==> config.mk <==
export PLATFORM = sky130hd
export DESIGN_NAME = uart_receiver
export DESIGN_NICKNAME = d
export VERILOG_FILES = /design/src/rtl/uart_pkg.sv /design/src/rtl/sync_2ff.sv /design/src/rtl/uart_receiver.sv
export SDC_FILE = /design/constraint.sdc
export NUM_CORES = 1
export LEC_CHECK = 0
export CORE_MARGIN = 2
export CORE_UTILIZATION = 60
export CTS_CLUSTER_DIAMETER = 40
export DETAILED_ROUTE_END_ITERATION = 8
export DONT_BUFFER_PORTS = 1
export PLACE_DENSITY = 0.76
export RECOVER_POWER = 50
export SLEW_MARGIN = 20
export SYNTH_ARGS = -nofsm -noshare
export SYNTH_HDL_FRONTEND = slang
export SYNTH_HIERARCHICAL = 1
export SYNTH_SLANG_ARGS = --single-unit
==> constraint.sdc <==
create_clock -name clk -period 4.2 [get_ports clk]
set_clock_uncertainty 0.15 [all_clocks]
set_input_delay 0.84 -clock clk [delete_from_list [all_inputs] [get_ports clk]]
set_output_delay 0.84 -clock clk [all_outputs]
set_load 0.01 [all_outputs]
==> src/rtl/uart_pkg.sv <==
// Shared UART definitions: receiver state encoding and baud timing derivation.
package uart_pkg;

   typedef enum logic [2:0] {
      ST_IDLE      = 3'd0,
      ST_START     = 3'd1,
      ST_DATA      = 3'd2,
      ST_STOP      = 3'd3,
      ST_WAIT_HIGH = 3'd4
   } uart_rx_state_t;

   // Core clock cycles per bit on the wire.
   function automatic int unsigned symbol_cycles(input int unsigned clock_freq,
                                                 input int unsigned baud_rate);
      return clock_freq / baud_rate;
   endfunction

   // Cycles from start-bit detection to the middle of the start bit.
   function automatic int unsigned half_cycles(input int unsigned clock_freq,
                                               input int unsigned baud_rate);
      return symbol_cycles(clock_freq, baud_rate) / 2;
   endfunction

endpackage

==> src/rtl/sync_2ff.sv <==
// Two-flop synchronizer for a single asynchronous input pin.
module sync_2ff #(
   parameter logic RESET_VAL = 1'b1
) (
   input  logic clk,
   input  logic rst,
   input  logic d_i,
   output logic q_o
);

   logic meta_q;
   logic sync_q;

   // Capture the asynchronous pin, then re-register to let metastability settle.
   always_ff @(posedge clk) begin
      if (rst) begin
         meta_q <= RESET_VAL;
         sync_q <= RESET_VAL;
      end else begin
         meta_q <= d_i;
         sync_q <= meta_q;
      end
   end

   assign q_o = sync_q;

endmodule

==> src/rtl/uart_receiver.sv <==
// 8N1 UART receiver: oversampled start/data/stop detection feeding a
// single-entry valid/ready holding register with framing and overrun pulses.
module uart_receiver
   import uart_pkg::*;
#(
   parameter int unsigned CLOCK_FREQ = 50_000_000,
   parameter int unsigned BAUD_RATE  = 115_200
) (
   input  logic       clk,
   input  logic       rst,
   input  logic       serial_in,
   output logic [7:0] data_out,
   output logic       data_out_valid,
   input  logic       data_out_ready,
   output logic       framing_error,
   output logic       overrun
);

   localparam int unsigned SYMBOL = symbol_cycles(CLOCK_FREQ, BAUD_RATE);
   localparam int unsigned HALF   = half_cycles(CLOCK_FREQ, BAUD_RATE);
   localparam int          CNT_W  = (SYMBOL > 1) ? $clog2(SYMBOL) : 1;

   logic           rx;
   uart_rx_state_t state_q, state_d;
   logic [CNT_W-1:0] cnt_q, cnt_d;
   logic [3:0]     bit_cnt_q, bit_cnt_d;
   logic [7:0]     shift_q, shift_d;
   logic           frame_ok, frame_bad;
   logic [7:0]     dout_q, dout_d;
   logic           vld_q, vld_d;
   logic           fe_q, fe_d;
   logic           ovr_q, ovr_d;
   logic           mid_tick, end_tick, consume;

   sync_2ff #(.RESET_VAL(1'b1)) u_rx_sync (
      .clk (clk),
      .rst (rst),
      .d_i (serial_in),
      .q_o (rx)
   );

   assign mid_tick = (cnt_q == CNT_W'(HALF));
   assign end_tick = (cnt_q == CNT_W'(SYMBOL - 1));
   assign consume  = vld_q && data_out_ready;

   // State register.
   always_ff @(posedge clk) begin
      if (rst) state_q <= ST_IDLE;
      else     state_q <= state_d;
   end

   // Next-state decision; a line held low after a bad stop bit never starts a frame.
   always_comb begin
      state_d = state_q;
      case (state_q)
         ST_IDLE:      if (!rx) state_d = ST_START;
         ST_START:     if (mid_tick) state_d = rx ? ST_IDLE : ST_DATA;
         ST_DATA:      if (end_tick && (bit_cnt_q == 4'd7)) state_d = ST_STOP;
         ST_STOP:      if (end_tick) state_d = rx ? ST_IDLE : ST_WAIT_HIGH;
         ST_WAIT_HIGH: if (rx) state_d = ST_IDLE;
         default:      state_d = ST_IDLE;
      endcase
   end

   // Bit timing, data shifting and end-of-frame qualification.
   always_comb begin
      cnt_d     = cnt_q + 1'b1;
      bit_cnt_d = bit_cnt_q;
      shift_d   = shift_q;
      frame_ok  = 1'b0;
      frame_bad = 1'b0;
      case (state_q)
         ST_IDLE: cnt_d = '0;
         ST_START: begin
            if (mid_tick) begin
               cnt_d     = '0;
               bit_cnt_d = '0;
            end
         end
         ST_DATA: begin
            if (end_tick) begin
               shift_d   = {rx, shift_q[7:1]};
               bit_cnt_d = bit_cnt_q + 4'd1;
               cnt_d     = '0;
            end
         end
         ST_STOP: begin
            if (end_tick) begin
               cnt_d     = '0;
               frame_ok  = rx;
               frame_bad = !rx;
            end
         end
         ST_WAIT_HIGH: cnt_d = '0;
         default: cnt_d = '0;
      endcase
   end

   // Holding register: accept a new byte if empty or being drained this cycle.
   always_comb begin
      dout_d = dout_q;
      vld_d  = vld_q && !consume;
      fe_d   = frame_bad;
      ovr_d  = 1'b0;
      if (frame_ok) begin
         if (!vld_q || consume) begin
            dout_d = shift_q;
            vld_d  = 1'b1;
         end else begin
            ovr_d = 1'b1;
         end
      end
   end

   // Datapath and output registers; reset abandons any frame in progress.
   always_ff @(posedge clk) begin
      if (rst) begin
         cnt_q     <= '0;
         bit_cnt_q <= '0;
         shift_q   <= '0;
         dout_q    <= '0;
         vld_q     <= 1'b0;
         fe_q      <= 1'b0;
         ovr_q     <= 1'b0;
      end else begin
         cnt_q     <= cnt_d;
         bit_cnt_q <= bit_cnt_d;
         shift_q   <= shift_d;
         dout_q    <= dout_d;
         vld_q     <= vld_d;
         fe_q      <= fe_d;
         ovr_q     <= ovr_d;
      end
   end

   assign data_out       = dout_q;
   assign data_out_valid = vld_q;
   assign framing_error  = fe_q;
   assign overrun        = ovr_q;

endmodule

==> summary.md <==
| Metric | Value |
|---|---|
| Cell Area, Synth | 1740 um^2 |
| Post-synth top cells | dfxtp_1, nor2_1, mux2i_1 |
| Ys async rst share | 0% |
| Worst EP arrival | 2.30 ns |
| Slew Limit Headroom | 53.7% |
| Final setup viols | 0 |
| Hold/Removal Path Class | flop to flop |
| Initial DRC count | 60 |
| Post-synth top area share | 42.6% |
| Total Power | 0.758 mW |
| First-pass GRT wire length | 5.58 mm |
| Sequential area share after synthesis | 42.6% |
| Vert. Die Dim | 57.8 um |
| Req. time, crit path | 4.28 ns |
| Crit path kind | flop to flop |
| DIE WIDTH | 57.8 um |
| Starting density of the core | 63.0% |
| Setup crit start | cnt_q[4]$_SDFF_PP0_ |
| CTS tree | built |
| Ys Warns | 6 |
| Post-DR vias/cell | 6.03 |
| Initial DRT Pass Iterations | 4 |
| Distinct cells, synth | 46 |
| Port bufs | 0 |
| Final global-route overflow total | 0 |
| Post-synth EDFFs | 0 |
| Final hold violation count | 0 |
| Vias in the first global route | 1235 |
| # H-tree levels | 2 |
| Fin Setup TNS | 0 ns |
| Mux cell area share after synthesis | 11.0% |
| Number of gates resized after CTS | 0 |
| Critical path peak fanout | 7 |
| Drt drc | 0 |
| Min-delay src | u_rx_sync/meta_q$_SDFF_PP1_ |
| Reg2Reg Launch Point | cnt_q[4]$_SDFF_PP0_ |
| Top-count cell post-synth | dfxtp_1 |
| Die ar. | 3340 um^2 |
| Routed vias | 1260 |
| CTS Root Cell | clkbuf_4 |
| Post-Synth XOR/XNOR Area | 4.03% |
| Avg Cell Area, Syn | 9.60 um^2 |
| Final Max Slew Viols | 0 |
| Largest family of logic cells by synthesized area | simple AND/OR/NAND/NOR gates |
| Core area | 2760 um^2 |
| TritonCTS buffer count | 5 |
| Clock insertion delay at the later pin of the skew report | 0.34 ns |
| IO Count | 15 |
| Cts hold-fix bufs | 0 |
| Worst setup EP type | flop |
| Clock period minus worst slack | 2.23 ns |
| Post-CTS Setup Bufs | 0 |
| Yosys reg bits | 37 |
| Pin count of the biggest net entering global routing | 34 |
| Average wire per standard cell | 15.1 um |
| Most used DFF post-synth | dfxtp_1 |
| Max-Cap Viols | 0 |
| Max Freq | 449 MHz |
| Nets | 185 |
| Synth area leaders | dfxtp_1, mux2i_1, nor2_1 |
| Clock sink total | 37 |
| Outcome | finished, final reports clean |
| # diodes | 0 |
| Syn Inst Count | 181 |
| Row count | 19 |
| DRT antenna net count | 0 |
| Initial antenna violation count | 0 |
| Synth Area in Adders | 2.16% |
| Layout cell share with drive strength beyond 1 | 7.30% |
| Clock Tree Buf Depth | 2 |
| Compound-Gate Fraction of Synth Area | 9.72% |
| RSZ-0062 raised after global routing | no |
| Area growth syn-to-layout | 1.94% |
| Static Leak | 0.638 nW |
| All-layer global routing usage | 21.6% |
| Simple-gate share of the synthesized area | 26.9% |
| Post-detail-place hpwl | 2.34 mm |
| Flop2flop setup slack | 1.97 ns |
| Largest area contributor in the netlist | dfxtp_1 |
| Final critical-path share of the clock period | 53.0% |
| Clock-pin slew on the worst setup and hold paths | 0.10 ns |
| Slew @ Worst Pin | 0.689 ns |
| GP Congestion | 0.795 |
| VDD IR-drop max | 0.359 mV |
| Pwr dens | 428 nW/um^2 |
| Syn Nets | 188 |
| CP startpoint kind | flop |
| Final wirelength | 3.16 mm |
## registers in the layout, indices dropped and copies added, names as in the netlist
register / count
overrun: 1
u_rx_sync/q_o: 1
cnt_q: 9
shift_q: 8
data_out: 8
framing_error: 1
u_rx_sync/meta_q: 1
state_q: 3
bit_cnt_q: 4
data_out_valid: 1
## path summary, 6_finish.rpt
kind,to,cells after the start
worst max-delay path,state_q[0]$_SDFFE_PP0P_,4
worst min-delay path,u_rx_sync/q_o$_SDFF_PP1_,1
worst max register to register,state_q[0]$_SDFFE_PP0P_,4
worst min register to register,u_rx_sync/q_o$_SDFF_PP1_,1
## cell usage in the layout (no fill, tap or decap), types with 3 or more instances in the layout
cell      instances
a21oi_1           5
clkbuf_4          5
dfxtp_1          37
ha_1              3
inv_1             5
mux2i_1          18
nand2_1           7
nand2b_1          7
nand3_1           6
nand3b_1          3
nor2_1           27
nor3_1            3
nor3b_1           3
o21ai_0           6
o31ai_1           3
xnor2_1           4
xor2_1            4
## metal layers
layer	share of wire, %	track usage (%)	up-vias
met5	0	0	-
li1	-	-	634
met1	46	27.7	602
met4	1.4	8.31	0
met3	4.5	7.37	5
met2	48	33.6	19
## critical path, cell delays in order (launching register included)
cell and delay [ns]:
dfxtp_1 0.47, nand4b_1 0.29, nor4_1 0.65, o2111ai_1 0.25
mux2_2 0.31
## power by group
| group | leakage [nW] | switching [mW] | internal (mW) |
|---|---|---|---|
| sequential | 0.299 | 0.0318 | 0.365 |
| clock | 0.0410 | 0.109 | 0.121 |
| combinational | 0.298 | 0.0705 | 0.0600 |
## metrics by stage
stage	utilization, %	setup WS (ns)	std cells	area [um^2]	hold WS [ns]
after floorplan	-	2.21	181	1740	0.233
after global placement	62.8	2.12	202	1730	0.245
after detailed placement	62.8	2.07	202	1730	0.256
after CTS	65.5	2.05	209	1810	0.283
after global routing	64.2	1.80	209	1770	0.310
final	64.2	1.97	209	1770	0.277
## cell families (layout without fill, tap and decap cells)
group                      Yosys count  after routing
and+or+nand+nor                     76             76
DFF                                 37             37
AOI/OAI and AO/OA                   23             23
muxes                               19             19
buffers and inverters               15             12
xor gates and xnor gates             8              8
adders and majority gates            3              3
## final cells by class
type,instances,area (um^2)
Fill cell,228,986
Multi-Input combinational cell,129,901
Sequential cell,37,741
Tap cell,31,38.8
Clock buffer,5,37.5
Clock inverter,2,35.0
Inverter,5,18.8
No activity file was read; power rests on OpenSTA's default activity.
